--- src/rtl/mem_store_buffer.sv ---
// In-order store buffer in front of a single-port byte memory. Drains one store per
// cycle when the port is free, forwards the youngest matching store to loads.
module mem_store_buffer #(
  parameter int ADDRESS_LINE = 8,
  parameter int DEPTH        = 4,
  parameter int STARVE_LIMIT = 4
) (
  input  logic                      clock,
  input  logic                      reset,
  input  logic                      st_valid,
  input  logic [ADDRESS_LINE-1:0]   st_address,
  input  logic [7:0]                st_data,
  output logic                      st_ready,
  input  logic                      ld_valid,
  input  logic [ADDRESS_LINE-1:0]   ld_address,
  output logic [7:0]                ld_data,
  output logic                      ld_hit,
  output logic                      ld_stall,
  output logic [ADDRESS_LINE-1:0]   mem_address,
  output logic                      mem_write,
  output logic [7:0]                mem_write_data,
  output logic                      mem_read,
  input  logic [7:0]                mem_read_data,
  output logic [$clog2(DEPTH):0]    count,
  output logic                      buffer_empty
);
  // Handshake: a store is accepted on any posedge where st_valid && st_ready;
  // st_ready depends only on occupancy, never on a same-cycle drain.
  localparam int PTR_W = $clog2(DEPTH);
  localparam int CNT_W = $clog2(DEPTH) + 1;
  localparam int STV_W = $clog2(STARVE_LIMIT + 1);

  logic [ADDRESS_LINE-1:0] addr_q [DEPTH];
  logic [7:0]              data_q [DEPTH];
  logic [DEPTH-1:0]        valid_q;
  logic [PTR_W-1:0]        head;
  logic [PTR_W-1:0]        tail;
  logic [STV_W-1:0]        starve_cnt;
  logic                    push;
  logic                    pop;
  logic                    force_drain;
  logic                    fwd_hit;
  logic [7:0]              fwd_data;
  logic [PTR_W-1:0]        idx;

  assign buffer_empty = (count == '0);
  assign st_ready     = (count < CNT_W'(DEPTH));
  assign force_drain  = (starve_cnt == STV_W'(STARVE_LIMIT));
  assign push         = st_valid && st_ready;
  assign pop          = !buffer_empty && (!ld_valid || force_drain);
  assign ld_stall     = ld_valid && force_drain;

  // Walk oldest to youngest so the last match seen is the youngest one.
  always_comb begin
    fwd_hit  = 1'b0;
    fwd_data = '0;
    idx      = '0;
    for (int i = 0; i < DEPTH; i++) begin
      idx = head + PTR_W'(i);
      if (valid_q[idx] && (addr_q[idx] == ld_address)) begin
        fwd_hit  = 1'b1;
        fwd_data = data_q[idx];
      end
    end
  end

  assign ld_hit         = ld_valid && fwd_hit;
  assign mem_read       = ld_valid && !fwd_hit && !force_drain;
  assign mem_write      = pop;
  assign mem_write_data = data_q[head];
  assign mem_address    = mem_read ? ld_address : addr_q[head];

  always_comb begin
    ld_data = '0;
    if (ld_valid) begin
      if (fwd_hit)       ld_data = fwd_data;
      else if (mem_read) ld_data = mem_read_data;
    end
  end

  always_ff @(posedge clock) begin
    if (!reset) begin
      head       <= '0;
      tail       <= '0;
      count      <= '0;
      starve_cnt <= '0;
      valid_q    <= '0;
    end else begin
      if (push) begin
        addr_q[tail]  <= st_address;
        data_q[tail]  <= st_data;
        valid_q[tail] <= 1'b1;
        tail          <= tail + 1'b1;
      end
      if (pop) begin
        valid_q[head] <= 1'b0;
        head          <= head + 1'b1;
      end
      count <= count + CNT_W'(push) - CNT_W'(pop);
      // Blocked-cycle counter; saturates because force_drain gates the increment.
      if (pop || buffer_empty)
        starve_cnt <= '0;
      else if (ld_valid && !force_drain)
        starve_cnt <= starve_cnt + 1'b1;
    end
  end
endmodule

--- config.mk ---
export PLATFORM = sky130hd
export DESIGN_NAME = mem_store_buffer
export DESIGN_NICKNAME = d
export VERILOG_FILES = /design/src/rtl/mem_store_buffer.sv
export SDC_FILE = /design/constraint.sdc
export NUM_CORES = 1
export LEC_CHECK = 0
export ABC_AREA = 1
export BUFFER_PORTS_ARGS = -buffer_cell sky130_fd_sc_hd__buf_2
export CAP_MARGIN = 20
export CORE_MARGIN = 3
export CORE_UTILIZATION = 60
export CTS_BUF_LIST = sky130_fd_sc_hd__clkbuf_16
export CTS_CLUSTER_DIAMETER = 60
export DETAILED_ROUTE_END_ITERATION = 10
export PLACE_DENSITY = 0.82
export SLEW_MARGIN = 10
export SYNTH_ARGS = -nofsm -noshare
export SYNTH_HDL_FRONTEND = slang
export SYNTH_SLANG_ARGS = --single-unit
--- constraint.sdc ---
create_clock -name clock -period 4 [get_ports clock]
set_clock_uncertainty 0.15 [all_clocks]
set_input_delay 0.8 -clock clock [delete_from_list [all_inputs] [get_ports clock]]
set_output_delay 0.8 -clock clock [all_outputs]
set_load 0.1 [all_outputs]
==> flow_summary.ini <==
[clock_network]
holdBufCountCts = 0
clock_path_buffers = 2
cts_htree_levels = 3
numCtsBuffers = 9
clkSinkCount = 80
cts_tree = yes
cts_root_buf = clkbuf_16
clkTransAtPathRegs_ns = 0.06
insertion_delay_ns = 0.33

[sta]
rsz0062_at_grt = no
fmax_mhz = 265
hold_viol = 0
fin_tns_setup_ns = 0
hold_slack_ns = 0.349
maxSlewHeadroom_pct = 66.5
fin_crit_sh_pct = 94.4
worst_pin_slew_ns = 0.498
setup_ws_ns = 0.224
maxSlewViolCount = 0
post-route-min-period_ns = 3.78
setup_violations = 0

[grt]
grt_pass1_vias = 5692
grt_usage_pct = 33.3
grt_pass1_wl_mm = 29.0
antenna_found_initial = 0
overflow = 0
grt_max_degree = 57

[finish]
stdcell_area_sq_mm = 0.00725
fin_nets = 960
area_growth_pct = 22.9
stdcell_count = 1045
fin_util_pct = 77.0
n_antenna_cell = 0
drive_above_1_share_pct = 18.9

[placement]
place.gp.congestion = 0.952
place_ws_ns = 0.367
place_inst = 1021
postPlaceCellArea_sq_mm = 0.00683
dp_hpwl_mm = 12.8
portBuffers = 68

[yosys]
yosysTopAreaCellShare_pct = 32.6
yosys_register_bits = 80
synth.cell_area_sq_mm = 0.00590
syn-instance-count = 849
synth_cell_types = 34
synth_area_per_cell_sq_um = 6.95
synth_area_leaders = edfxtp_1 (33%), nand2_1 (17%), nand3_1 (9.6%)
yosysTopAreaCell = edfxtp_1
yosys_warnings = 0
ys_seq_area_share_pct = 38.0
synth_nets = 898

[routing]
first_pass_iters = 5
vias_per_cell = 5.82
first_iter_violations = 715
wl_per_cell_um = 17.5
drcViolationCount = 0
postRouteAntennaNets = 0
routed_wl_mm = 18.3
num_vias = 6086

[setup_path]
worstSetupEndpointType = primary output
setup.worst_path.start_class = register
path_max_fanout = 40
required_ns = 3.05
critPathKind = reg2out
arrival_ns = 2.83

[power_and_ir_drop]
p_comb_share_pct = 63.1
intPower_mw = 2.44
ir_drop_v = 0.000873
p_seq_share_pct = 19.9
p_sw_share_pct = 53.6
p_leak_nw = 3.32
p_per_area_mw_per_mm2 = 724
switchingPower_mw = 2.81
power_mw = 5.25
p_clk_share_pct = 17.0

[worst_hold_path]
min_path_type = reg2reg

[die]
io_pins = 69
fp.dieW_um = 105
rows = 35
die_h_um = 105
start_util_pct = 62.7
die-area_sq_mm = 0.0111
coreArea_sq_mm = 0.00942

[run]
cap_violations = 0

[status]
status = completed
[layout make-up]
cell class	count	area, sq um
multi-input combinational	644	3380
sequential	80	2250
fill	672	2170
timing repair buffer	91	803
inverter	85	330
clock buffer	9	225
tap	129	161
clock inverter	7	103
[layout by cell type, fill, tap and decap left out, drive strengths merged, types with 3 or more instances in the layout]
master      n
clkinvlp    4
buf        91
inv        86
nand2     269
o21ai      89
ha         12
nand3b      3
nand3     116
clkbuf      9
a21oi      63
edfxtp     64
a211oi      4
dfxtp      16
xor2        4
nor2       78
[flip-flops by register name, summed over array words and instances, names as in the netlist, named ones only]
signal,flops
addr_q,32
count,3
data_q,32
head,2
starve_cnt,3
tail,2
valid_q,4
[power by group through the flow]
stage	sequential, mW	combinational (mW)	clock [mW]
after floorplan	1.12	2.42	0
after global placement	1.05	3.07	0
after detailed placement	1.06	3.13	0
after CTS	1.04	3.16	0.891
after global routing	1.05	3.57	0.922
final	1.04	3.31	0.893
[metal layers]
layer  wire [um]  vias to the layer above  GRT usage (%)
met5           0                        -              0
met4         512                        0           11.1
met3        2230                       54           8.96
met2        8120                      402           52.2
met1        7400                     2717           44.9
li1            -                     2913              -
[repair_timing]
item	in CTS	in global routing
hold endpoints to repair	0	0
gates resized for setup	0	5
setup endpoints to repair	0	16
buffers inserted	0	7
[path summary, 6_finish.rpt]
kind	startpoint	endpoint	slack [ns]	cells past startpoint
worst max-delay path	head[0]	ld_data[7]	0.22	15
worst min-delay path	starve_cnt[0]	starve_cnt[0]	0.35	1
worst max register to register	starve_cnt[0]	count[2]	0.89	14
worst min register to register	starve_cnt[0]	starve_cnt[0]	0.35	1
[cells in the mapped netlist]
cell type	count
nand2_1	264
nand3_1	113
inv_1	80
o21ai_0	79
nor2_1	69
edfxtp_1	64
a21oi_1	62
clkbuf_1	16
dfxtp_1	16
buf_2	14
ha_1	12
o21ai_2	8
nor2_4	6
buf_6	5
inv_2	5
a211oi_1	4
buf_4	4
nand2_2	4
nand3_2	3
nand3b_1	2
nor2_8	2
o211ai_1	2
o21ai_1	2
xor2_1	2
xor2_2	2
a21oi_2	1
buf_1	1
clkbuf_2	1
fa_1	1
nand2_8	1
nand3b_4	1
nand4_1	1
nor3_1	1
xnor2_1	1
[kinds of logic after synthesis]
logic type | share of synthesized area [%]
buf+inv | 9.23
xor+xnor | 0.997
simple gates | 34.7
fa+ha+maj | 2.88
compound gates | 14.2
flops | 38.0
[critical path, cell delays in order, from the launching register on]
cell and delay, ns:
dfxtp_2 0.33, buf_4 0.38, nand2_1 0.13, nand3_1 0.11, nand2_1 0.07, inv_1 0.06
nand2_1 0.05, nor2_1 0.17, nand3_2 0.18, nor2_8 0.21, inv_2 0.12, nand2_1 0.12
nor2_4 0.08, nor2_1 0.21, a21oi_4 0.10, buf_12 0.17
Note: power is estimated with default switching activity, not from simulation.
